**src/rtl/lbc_pkg.sv**
```systemverilog
// Shared types and helpers for the line buffer controller.
// Holds the sequencing state enum, err bit positions and the counter width helper.
package lbc_pkg;

  typedef enum logic [2:0] {
    StIdle,
    StFlush,
    StFill0,
    StFill1,
    StRun,
    StDone
  } lbc_state_e;

  localparam int unsigned ErrDrop  = 0;
  localparam int unsigned ErrUnder = 1;

  // Minimum counter width able to hold a column index for the given line length.
  function automatic int unsigned lbc_cnt_w(input int unsigned img_width);
    return (img_width < 2) ? 1 : $clog2(img_width);
  endfunction

endpackage

```
**src/rtl/lbc_pos_cnt.sv**
```systemverilog
// Column/row position counter for the line buffer controller.
// Wraps col at IMG_WIDTH-1 and row at IMG_HEIGHT-1; eol/eof strobe on the accepted pixel.
module lbc_pos_cnt
  import lbc_pkg::*;
#(
  parameter int unsigned IMG_WIDTH  = 640,
  parameter int unsigned IMG_HEIGHT = 480,
  parameter int unsigned CNT_W      = 12
) (
  input  logic             clk,
  input  logic             rst,
  input  logic             clr,
  input  logic             inc,
  output logic [CNT_W-1:0] col,
  output logic [CNT_W-1:0] row,
  output logic             eol,
  output logic             eof
);

  localparam logic [CNT_W-1:0] ColLast = CNT_W'(IMG_WIDTH - 1);
  localparam logic [CNT_W-1:0] RowLast = CNT_W'(IMG_HEIGHT - 1);

  if (lbc_cnt_w(IMG_WIDTH) > CNT_W) begin : g_width_check
    $error("CNT_W too narrow for IMG_WIDTH");
  end

  logic [CNT_W-1:0] col_q, row_q;

  assign col = col_q;
  assign row = row_q;
  assign eol = inc && (col_q == ColLast);
  assign eof = eol && (row_q == RowLast);

  always_ff @(posedge clk) begin
    if (rst || clr) begin
      col_q <= '0;
      row_q <= '0;
    end else if (inc) begin
      if (eol) begin
        col_q <= '0;
        row_q <= eof ? '0 : row_q + 1'b1;
      end else begin
        col_q <= col_q + 1'b1;
      end
    end
  end

endmodule

```
**src/rtl/line_buffer_ctrl.sv**
```systemverilog
// Two-FIFO cascaded line delay sequencer producing three column-aligned row taps.
// Define LBC_BORDER_REPLICATE_EN to also emit taps for lines 0 and 1 with replicated rows.
module line_buffer_ctrl
  import lbc_pkg::*;
#(
  parameter int unsigned DATA_WIDTH   = 8,
  parameter int unsigned IMG_WIDTH    = 640,
  parameter int unsigned IMG_HEIGHT   = 480,
  parameter int unsigned CNT_W        = 12,
  parameter int unsigned FLUSH_CYCLES = 4
) (
  input  logic                  clk,
  input  logic                  rst,
  input  logic                  sof,
  input  logic                  pix_vld,
  input  logic [DATA_WIDTH-1:0] pix_data,
  output logic                  fifo_rst,
  output logic                  f0_wr_en,
  output logic [DATA_WIDTH-1:0] f0_wr_data,
  output logic                  f0_rd_en,
  input  logic [DATA_WIDTH-1:0] f0_rd_data,
  input  logic                  f0_full,
  input  logic                  f0_empty,
  output logic                  f1_wr_en,
  output logic [DATA_WIDTH-1:0] f1_wr_data,
  output logic                  f1_rd_en,
  input  logic [DATA_WIDTH-1:0] f1_rd_data,
  input  logic                  f1_full,
  input  logic                  f1_empty,
  output logic                  tap_vld,
  output logic [DATA_WIDTH-1:0] tap_row0,
  output logic [DATA_WIDTH-1:0] tap_row1,
  output logic [DATA_WIDTH-1:0] tap_row2,
  output logic [CNT_W-1:0]      tap_col,
  output logic [CNT_W-1:0]      tap_row,
  output logic                  busy,
  output logic [1:0]            err
);

  localparam logic [7:0] FlushLast = 8'(FLUSH_CYCLES - 1);

  lbc_state_e state_q, state_d, d_state_q;
  logic [7:0] flush_cnt_q, flush_cnt_d;
  logic       fifo_rst_q, busy_q, tap_vld_q;
  logic [1:0] err_q;
  logic [CNT_W-1:0] col, row, d_col_q, d_row_q;
  logic       eol, eof;
  logic       in_line, acc, drop, f0_rd_req, f1_rd_req, f1_wr_req, tap_en, tap_vld_d;
  logic       d_vld_q;
  logic [DATA_WIDTH-1:0] d_data_q, row0_d, row1_d;

  assign in_line   = state_q inside {StFill0, StFill1, StRun};
  assign acc       = pix_vld && !sof && in_line;
  assign drop      = pix_vld && (sof || (state_q == StFlush));
  assign f0_rd_req = acc && (state_q inside {StFill1, StRun});
  assign f1_rd_req = acc && (state_q == StRun);
  // Line 0 never reaches f1; later lines follow one cycle behind the f0 read.
  assign f1_wr_req = d_vld_q && (d_state_q inside {StFill1, StRun});

  assign f0_wr_en   = acc && !f0_full;
  assign f0_rd_en   = f0_rd_req && !f0_empty;
  assign f1_wr_en   = f1_wr_req && !f1_full;
  assign f1_rd_en   = f1_rd_req && !f1_empty;
  assign f0_wr_data = pix_data;
  assign f1_wr_data = f0_rd_data;

`ifdef LBC_BORDER_REPLICATE_EN
  assign tap_en = 1'b1;
  assign row1_d = (d_state_q == StFill0) ? d_data_q : f0_rd_data;
  assign row0_d = (d_state_q == StFill0) ? d_data_q :
                  (d_state_q == StFill1) ? f0_rd_data : f1_rd_data;
`else
  assign tap_en = (d_state_q == StRun);
  assign row1_d = f0_rd_data;
  assign row0_d = f1_rd_data;
`endif

  // sof kills the pipeline so an aborted frame leaves no taps behind.
  assign tap_vld_d = d_vld_q && tap_en && !sof;

  lbc_pos_cnt #(
    .IMG_WIDTH (IMG_WIDTH),
    .IMG_HEIGHT(IMG_HEIGHT),
    .CNT_W     (CNT_W)
  ) u_pos_cnt (
    .clk(clk),
    .rst(rst),
    .clr(sof || (state_q == StFlush)),
    .inc(acc),
    .col(col),
    .row(row),
    .eol(eol),
    .eof(eof)
  );

  always_comb begin
    state_d     = state_q;
    flush_cnt_d = flush_cnt_q;
    if (sof && (state_q != StFlush)) begin
      state_d     = StFlush;
      flush_cnt_d = '0;
    end else begin
      case (state_q)
        StFlush: begin
          if (flush_cnt_q == FlushLast) state_d = StFill0;
          else flush_cnt_d = flush_cnt_q + 8'd1;
        end
        StFill0: if (eol) state_d = StFill1;
        StFill1: if (eol) state_d = StRun;
        StRun:   if (eof) state_d = StDone;
        default: ;
      endcase
    end
  end

  always_ff @(posedge clk) begin
    if (rst) begin
      state_q     <= StFlush;
      flush_cnt_q <= '0;
      fifo_rst_q  <= 1'b1;
      busy_q      <= 1'b0;
      err_q       <= '0;
    end else begin
      state_q     <= state_d;
      flush_cnt_q <= flush_cnt_d;
      fifo_rst_q  <= (state_d == StFlush);
      busy_q      <= (state_d inside {StFlush, StFill0, StFill1, StRun}) || acc || tap_vld_d;
      err_q[ErrDrop]  <= err_q[ErrDrop] | drop | (acc && f0_full) | (f1_wr_req && f1_full);
      err_q[ErrUnder] <= err_q[ErrUnder] | (f0_rd_req && f0_empty) | (f1_rd_req && f1_empty);
    end
  end

  always_ff @(posedge clk) begin
    if (rst) begin
      d_vld_q   <= 1'b0;
      d_state_q <= StIdle;
      d_data_q  <= '0;
      d_col_q   <= '0;
      d_row_q   <= '0;
      tap_vld_q <= 1'b0;
      tap_row0  <= '0;
      tap_row1  <= '0;
      tap_row2  <= '0;
      tap_col   <= '0;
      tap_row   <= '0;
    end else begin
      d_vld_q   <= acc;
      d_state_q <= state_q;
      d_data_q  <= pix_data;
      d_col_q   <= col;
      d_row_q   <= row;
      tap_vld_q <= tap_vld_d;
      if (tap_vld_d) begin
        tap_row0 <= row0_d;
        tap_row1 <= row1_d;
        tap_row2 <= d_data_q;
        tap_col  <= d_col_q;
        tap_row  <= d_row_q;
      end
    end
  end

  assign fifo_rst = fifo_rst_q;
  assign busy     = busy_q;
  assign err      = err_q;
  assign tap_vld  = tap_vld_q;

endmodule

```
**config.mk**
```make
export PLATFORM = sky130hd
export DESIGN_NAME = line_buffer_ctrl
export DESIGN_NICKNAME = d
export VERILOG_FILES = /design/src/rtl/lbc_pkg.sv /design/src/rtl/lbc_pos_cnt.sv /design/src/rtl/line_buffer_ctrl.sv
export SDC_FILE = /design/constraint.sdc
export NUM_CORES = 1
export LEC_CHECK = 0
export CAP_MARGIN = 20
export CORE_UTILIZATION = 35
export CTS_CLUSTER_DIAMETER = 30
export CTS_CLUSTER_SIZE = 28
export DETAILED_ROUTE_END_ITERATION = 6
export PLACE_DENSITY = 0.62
export SYNTH_ARGS = -nofsm -noshare
export SYNTH_HDL_FRONTEND = slang
export SYNTH_SLANG_ARGS = --single-unit
```
**constraint.sdc**
```tcl
create_clock -name clk -period 2.5 [get_ports clk]
set_clock_uncertainty 0.15 [all_clocks]
set_input_delay 0.25 -clock clk [delete_from_list [all_inputs] [get_ports clk]]
set_output_delay 0.25 -clock clk [all_outputs]
set_load 0.03 [all_outputs]
```
# Yosys cells after proc, flatten, opt, wreduce, memory -nomap -nowiden
# Index checks and enable logic that the tools add are counted.
dict set report op_classes {
  add_sub_neg 3
  n_eq_ne 14
  n_mux 8
  bitwise_logic 6
  n_reduce_logical 35
}
# op n
set ops {}
lappend ops {{adder 12 x 1 -> 12 bit, second input constant} 2}
lappend ops {{two-way mux 12 bit} 2}
lappend ops {{logical AND 1 bit} 19}
lappend ops {{equality test 3 x 2 -> 1 bit, second input constant} 5}
lappend ops {{two-way mux 3 bit} 5}
lappend ops {{equality test 12 x 10 -> 1 bit, second input constant} 1}
lappend ops {{equality test 12 x 9 -> 1 bit, second input constant} 1}
lappend ops {{one-hot mux 3 bit (4 select lines)} 1}
lappend ops {{equality test 3 bit, second input constant} 3}
lappend ops {{adder 8 x 1 -> 8 bit, second input constant} 1}
lappend ops {{equality test 8 x 2 -> 1 bit, second input constant} 1}
lappend ops {{equality test 3 x 1 -> 1 bit, second input constant} 2}
lappend ops {{logical NOT 1 bit} 5}
lappend ops {{OR 1 bit} 5}
lappend ops {{logical OR 1 bit} 4}
lappend ops {{AND reduction 2 bit} 2}
lappend ops {{nonzero test 2 bit} 2}
lappend ops {{nonzero test 4 bit} 1}
lappend ops {{inequality test 3 x 1 -> 1 bit, second input constant} 1}
lappend ops {{nonzero test 3 bit} 1}
lappend ops {{OR reduction 2 bit} 1}
lappend ops {{inverter 1 bit} 1}
dict set report totals {
  reg_bits 124
  inputBits 32
  output_inout_bits 73
  wordCells 84
}

# Longest topological paths before layout
# Gate-level depths: netlist of run 1.
dict set report logic_depth {
  ltp_word 12
  mapped_depth 8
}

# Cells and area by module
# Synthesis of run 1 repeated with hierarchy kept, for this count alone.
dict set report hier_totals {
  hier_cells 554
  area_unflattened_um2 4807.1
}
# mod instances cells_each area_per_inst_um2 seq_area_each_um2
set by_module_without_submodules {}
lappend by_module_without_submodules {line_buffer_ctrl 1 403 3554.7 2001.9}
lappend by_module_without_submodules {lbc_pos_cnt 1 151 1252.5 480.5}

# Least setup slack after synthesis of run 1
# OpenSTA, ideal clock, no wires.
dict set report synth_path {
  kind {register to register}
  startpoint {reg flush_cnt_q[0]}
  endpoint {reg busy_q (netlist: busy)}
  setup_ns 0.134
  t_arrival_ns 1.887
  required_time_ns 2.216
  slack_ns 0.330
  stages_incl_launch_ff 8
  n_path_buf 0
  path_cell_list {dfxtp_1 > ha_1 > or4b_1 > nor3_1 > o32ai_1 > or3_4 > nor4b_2 > a311oi_1}
}
dict set report synth_via {
  elab_chain_len 8
  elab_cells_between_ends 11
}
# element line_no
set synth_rtl {}
lappend synth_rtl {{start, declared} line_buffer_ctrl.sv:43} ;# logic [7:0] flush_cnt_q, flush_cnt_d;
lappend synth_rtl {{start signal, assigned} line_buffer_ctrl.sv:125} ;# flush_cnt_q <= flush_cnt_d;
lappend synth_rtl {{equality test 8 x 2 -> 1 bit (*)} line_buffer_ctrl.sv:105} ;# if (flush_cnt_q == FlushLast) state_d = StFill0;
lappend synth_rtl {{two-way mux 3 bit (*)} line_buffer_ctrl.sv:105}
lappend synth_rtl {{one-hot mux 3 bit (4 select lines) (*)} line_buffer_ctrl.sv:103} ;# case (state_q)
lappend synth_rtl {{two-way mux 3 bit (*)} line_buffer_ctrl.sv:99} ;# if (sof && (state_q != StFlush)) begin
lappend synth_rtl {{equality test 3 x 1 -> 1 bit (tied with other cells)} line_buffer_ctrl.sv:127} ;# busy_q <= (state_d inside {StFlush, StFill0, StFill1, StRun}) || acc || tap_vld_d;
lappend synth_rtl {{nonzero test 4 bit (*)} line_buffer_ctrl.sv:127}
lappend synth_rtl {{logical OR 1 bit (*) (2 in a row)} line_buffer_ctrl.sv:127}
lappend synth_rtl {{end signal, assigned} line_buffer_ctrl.sv:127}
lappend synth_rtl {{end, declared} line_buffer_ctrl.sv:44} ;# logic fifo_rst_q, busy_q, tap_vld_q;
# Every way passes the cells marked *; elsewhere a longest branch is shown, timed or not.
# A chain may end at the register's enable or synchronous reset.

# Worst setup path in the final report of run 1
dict set report layout_path {
  startpoint {reg u_pos_cnt.col_q[0] (netlist: u_pos_cnt.col[0])}
  endpoint {reg busy_q (netlist: busy)}
}
dict set report layout_via {
  elab_chain_len 10
  elab_cells_between_ends 15
}
# element line_no
set layout_rtl {}
lappend layout_rtl {{start, declared} lbc_pos_cnt.sv:27} ;# logic [CNT_W-1:0] col_q, row_q;
lappend layout_rtl {{start signal, assigned} lbc_pos_cnt.sv:43} ;# col_q <= col_q + 1'b1;
lappend layout_rtl {{equality test 12 x 10 -> 1 bit (*)} lbc_pos_cnt.sv:31} ;# assign eol = inc && (col_q == ColLast);
lappend layout_rtl {{logical AND 1 bit (*)} lbc_pos_cnt.sv:31}
lappend layout_rtl {{logical AND 1 bit} lbc_pos_cnt.sv:32} ;# assign eof = eol && (row_q == RowLast);
lappend layout_rtl {{two-way mux 3 bit} line_buffer_ctrl.sv:110} ;# StRun: if (eof) state_d = StDone;
lappend layout_rtl {{one-hot mux 3 bit (4 select lines) (*)} line_buffer_ctrl.sv:103}
lappend layout_rtl {{two-way mux 3 bit (*)} line_buffer_ctrl.sv:99}
lappend layout_rtl {{equality test 3 x 1 -> 1 bit (tied with other cells)} line_buffer_ctrl.sv:127}
lappend layout_rtl {{nonzero test 4 bit (*)} line_buffer_ctrl.sv:127}
lappend layout_rtl {{logical OR 1 bit (*) (2 in a row)} line_buffer_ctrl.sv:127}
# Marked as above.

==> flow_summary.ini, run 1 <==
[logic_synthesis]
synth_top_area_cell = dfxtp_1
muxShareOfSynthArea = 0.00212
synth_common_cells = 124 x dfxtp_1, 114 x nand2_1, 60 x a21oi_1
ys_types = 48
synth_xor_area_frac = 0.0500
synth_top_area_frac = 0.525
yosys_most_used_dff = dfxtp_1
yosysWarnings = 0
syn_nets = 574
synthAdderAreaFrac = 0.00794
synth-seq-cells = 124
syn_area_um2 = 4730
yosys.area_share.simple = 0.269
synth_edf_count = 0
synth_top_family_by_area = simple AND/OR/NAND/NOR gates
async_flop_share = 0
avgSynthCellArea_um2 = 8.77
synth.area.top_cells = dfxtp_1 53%, nand2_1 9.1%, a21oi_1 6.4%, nor2b_1 4.6%, nor2_1 3.8%
synthCells = 539
post-synth-top-count-cell = dfxtp_1
synth_compound_area_frac = 0.0950
synth-seq-area-share = 0.525

[floorplan]
start_util = 0.358
io_pins = 105
die_x_um = 118
core-area_um2 = 13200
die_y_um = 118
row_count = 42
die-area_um2 = 14000

[sta]
finalSetupViolCount = 0
tightest_slew_ns = 0.501
hold_viol = 0
rsz0062_at_grt = no
hold_slack_ns = 0.240
slew_headroom = 0.665
fin_crit_ns = 2.39
fmax_mhz = 418
setup_ws_ns = 0.110
period_share = 0.956
setup-tns-final_ns = 0
maxSlewViolCount = 0

[grt]
grt_first_pass_wirelength_um = 17300
grt_max_degree = 87
overflow = 0
grt_pass1_vias = 3692
grt_usage = 0.155
grt_antenna_before_repair = 0

[hold_path]
holdPathStages = 3
hold_start = f1_rd_data[4]
holdPathEnd = tap_row0[4]
hp-class = in2reg

[final_layout]
design_area_um2 = 6510
final_cells = 816
final_core_util = 0.493
syn_to_final_growth_pct = 37.7
antenna_cells = 0
nFillCells = 1212
layout-drive-gt1-share = 0.0875
nets = 662

[critical_path]
reg2reg_to = busy
r2r_slack_ns = 0.11
path_cells = ha_1, nor4bb_4, and3_1, a21oi_2, or3_4, nor4b_2, a311oi_1
r2r_start = u_pos_cnt.col[0]
crit_path_top_delay_cell = or3_4
critPathRequiredTime_ns = 2.63
path_class = reg2reg
crit_path_end_kind = flop
path_max_fanout = 5
critPathArrivalTime_ns = 2.52
reg2regPathDepth = 7
start_kind = flop
crit_path_max_incr_delay_ns = 0.41

[power]
p_total_mw = 4.96
p_leak_nw = 2.25
power_density_nw_per_um2 = 762
vdd_drop_max_v = 0.000666

[placement]
io_buffers = 104
hpwlAfterDp_um = 6980
post-place-ws_ns = 0.0263
place_inst = 783
placed_cell_area_um2 = 5870
place.gp.congestion = 0.827

[clock_tree]
clock-sinks = 124
clk_latency_ns = 0.41
cts-root-buf = clkbuf_16
clk_path_buf_depth = 2
postCtsSetupBuffers = 0
cts_tree = yes
cts.clk_slew.worst_paths_ns = 0.06
cts_made_buffers = 17
htree_levels = 4

[detailed_routing]
drtPass1Iterations = 5
vias = 3815
drcViolationCount = 0
drt_iter0_drc = 242
ant_nets = 0
routed_via_density = 4.68
routed_wl_um = 10300
wl_per_cell_um = 12.6

[job]
maxCapViolCount = 0

[outcome]
status = complete, no violations
[what timing repair did]
action | CTS | global route
hold buffers | 1 | 0
endpoints found under the setup margin | 3 | 13
hold endpoints to repair | 3 | 0
resized for setup | 2 | 5
[routing by layer]
metal / global-route usage / share of wire
met5: 0 / 0
met4: 0.0625 / 0.011
met3: 0.0516 / 0.055
met2: 0.260 / 0.48
met1: 0.183 / 0.46
[cells in the final DEF, fill, tap and decap left out, types with 3 or more instances in the layout]
master,count
dfxtp_1,124
nand3_1,9
nor2_1,47
or3_1,3
xnor2_1,9
and3_1,8
ha_1,3
clkinvlp_4,3
a21oi_1,60
bufinv_16,3
clkbuf_16,17
and4_1,3
nand2b_1,4
nand2_1,114
nor3_1,3
buf_4,4
inv_1,3
xor2_1,18
o21ai_0,3
nor2b_1,35
clkbuf_1,3
buf_12,5
nand4_1,10
clkdlybuf4s50_1,100
[cell families after synthesis]
kind of cell | Yosys count
AO/OA/AOI/OAI | 78
XOR/XNOR | 27
flip-flops | 124
adder cells (fa/ha/maj) | 3
buffers and inverters | 46
multiplexers | 1
AND/OR/NAND/NOR | 260
[sequential cells by signal (all words and copies together), names as in the netlist]
name,cells
d_col_q,12
d_row_q,12
tap_col,12
tap_row,12
u_pos_cnt.col,12
u_pos_cnt.row,12
d_data_q,8
flush_cnt_q,8
tap_row0,8
tap_row1,8
tap_row2,8
d_state_q,3
state_q,3
err,2
busy,1
d_vld_q,1
fifo_rst,1
tap_vld,1
[worst max path at each step]
stage,from,end,slack [ns],cells after the start
finish,u_pos_cnt.col[0],busy,0.11,7
global placement,sof,busy,0.16,7
detailed placement,u_pos_cnt.col[0],busy,0.03,7
floorplan,flush_cnt_q[0],busy,0.33,7
global route,u_pos_cnt.col[0],busy,0.01,7
CTS,d_state_q[2],f1_wr_en,0.03,4
[critical path: cells and delay by family, from the launching register on]
family | cells | cell delay (ns)
DFF | 1 | 0.38
AOI/OAI and AO/OA | 2 | 0.15
adders and majority gates | 1 | 0.28
and+or+nand+nor | 4 | 1.30
[power breakdown]
part | switching, mW | internal, mW
registers | 0.0432 | 2.03
logic | 0.228 | 0.196
clock network | 0.848 | 1.62
total | 1.12 | 3.84
[final cells by class]
class,count,area (um^2),area share
timing repair buffer,112,1150,0.177
tap,176,220,0.0338
clock inverter,10,140,0.0215
inverter,3,11.3,0.00173
clock buffer,22,464,0.0713
multi-input combinational,369,2040,0.313
sequential,124,2480,0.381
(Power assumes the default switching activity.)
==> run 2: changes to the inputs <==
--- a/config.mk
+++ b/config.mk
@@ -10,7 +10,7 @@
 export CTS_CLUSTER_DIAMETER = 30
 export CTS_CLUSTER_SIZE = 28
 export DETAILED_ROUTE_END_ITERATION = 6
-export PLACE_DENSITY = 0.62
+export PLACE_DENSITY = 0.66
 export SYNTH_ARGS = -nofsm -noshare
 export SYNTH_HDL_FRONTEND = slang
 export SYNTH_SLANG_ARGS = --single-unit
==> run 2 against run 1 <==
  * Utilization is essentially flat
  * Sequential power hardly changed
  * Flip-flop and latch count unchanged
  * Cell count is 0.12% higher
  * Die area did not move
  * Routed wire length increased by 0.92%
  * Maximum frequency grew 1.9%
  * Global-route usage increased by 0.43 points
  * Clock power up 2%
  * Register-to-register slack better by 0.05 ns
  * Sequential share of layout area about the same
  * Worst hold slack got worse by 0.21 ns
  * Largest cell class unchanged
==> flow_summary.ini, run 2 (synthesis results as in run 1) <==
[critical_path]
reg2reg_to = busy
r2r_slack_ns = 0.16
path_max_fanout = 4
start_kind = flop
crit_path_end_kind = flop
reg2regPathDepth = 7
r2r_start = flush_cnt_q[0]
critPathRequiredTime_ns = 2.63
critPathArrivalTime_ns = 2.47
path_class = reg2reg

[floorplan]
io_pins = 105
row_count = 42
die_x_um = 118
die-area_um2 = 14000
die_y_um = 118
core-area_um2 = 13200
start_util = 0.358

[hold_path]
hold_start = rst
holdPathStages = 2
hp-class = in2reg
holdPathEnd = d_state_q[1]

[clock_tree]
clk_latency_ns = 0.41
cts.clk_slew.worst_paths_ns = 0.05
cts_hold_buf = 0
clk_path_buf_depth = 2
cts_made_buffers = 17
postCtsSetupBuffers = 0
clock-sinks = 124
cts_tree = yes
htree_levels = 4
cts-root-buf = clkbuf_16

[grt]
grt_antenna_before_repair = 0
grt_max_degree = 50
grt_first_pass_wirelength_um = 17700
grt_pass1_vias = 3794
overflow = 0
grt_usage = 0.160

[detailed_routing]
drtPass1Iterations = 4
wl_per_cell_um = 12.7
vias = 3845
ant_nets = 0
routed_wl_um = 10400
drt_iter0_drc = 213
routed_via_density = 4.71
drcViolationCount = 0

[final_layout]
layout-drive-gt1-share = 0.0952
mostFrequentLayoutCells = 124 x dfxtp_1, 114 x nand2_1, 100 x clkdlybuf4s50_1, 60 x a21oi_1, 48 x nor2_1
syn_to_final_growth_pct = 37.7
final_core_util = 0.494
antenna_cells = 0
design_area_um2 = 6510
final_common_cell = dfxtp_1
nets = 663

[sta]
tightest_slew_ns = 0.472
fin_crit_ns = 2.34
period_share = 0.938
maxSlewViolCount = 0
finalSetupViolCount = 0
slew_headroom = 0.685
fmax_mhz = 427
setup-tns-final_ns = 0
hold_slack_ns = 0.0303
rsz0062_at_grt = no
hold_viol = 0

[power]
power_density_nw_per_um2 = 773
p_total_mw = 5.03
p_leak_nw = 2.26
vdd_drop_max_v = 0.000517

[outcome]
status = complete, no violations

[placement]
place.gp.congestion = 0.819
placed_cell_area_um2 = 5850
hpwlAfterDp_um = 7130
io_buffers = 104

[job]
maxCapViolCount = 0
==> run 2: cell types whose count changed in the layout (fill, tap and decap cells not counted), moves of 2 or more <==
cell,change
buf_4,+4
clkinvlp_4,-3
buf_12,-2
clkbuf_8,+2
clkinv_4,+2
ha_1,-2
ha_2,+2
==> run 2: through the flow <==
stage               cells  setup slack [ns]
global placement      785             0.172
floorplan             539             0.330
CTS                   817            0.0733
finish                817             0.155
detailed placement    785             0.111
global route          817            0.0173
==> run 2: worst max path at each step <==
| stage | start | to |
|---|---|---|
| 3_5_place_dp | sof | busy |
| 6_report | flush_cnt_q[0] | busy |
| 2_1_floorplan | flush_cnt_q[0] | busy |
| 4_1_cts | u_pos_cnt.col[0] | busy |
| 5_1_grt | flush_cnt_q[0] | busy |
| 3_3_place_gp | sof | busy |
==> run 2: final cells by class <==
class	instances	area, um^2
fill	1209	6680
sequential	124	2480
multi-input combinational	369	2040
timing repair buffer	113	1130
clock buffer	23	488
tap	176	220
clock inverter	9	135
inverter	3	11.3
==> run 2: repair_timing <==
action                                  CTS  global route
endpoints found under the setup margin    1            11
resized for setup                         1             7
cloned                                    0             0
==> run 2: per-layer routing <==
| metal | global-route usage | up-vias | wire length [um] |
|---|---|---|---|
| met5 | 0 | - | 0 |
| met4 | 0.0633 | 0 | 114 |
| met3 | 0.0565 | 11 | 590 |
| met2 | 0.271 | 105 | 5090 |
| met1 | 0.182 | 1784 | 4620 |
| li1 | - | 1945 | - |
==> run 2: where the power goes <==
part | switching, mW | internal (mW)
Sequential | 0.0464 | 2.03
Clock | 0.856 | 1.68
Combinational | 0.231 | 0.199
==> run 2: worst max-delay path, stage by stage (launching register included) <==
cell and delay [ns]:
dfxtp_1 0.37, ha_2 0.22, or4b_4 0.47, nor3_2 0.18, o32ai_1 0.09, or3_4 0.37, nor4b_2 0.28, a311oi_1 0.09
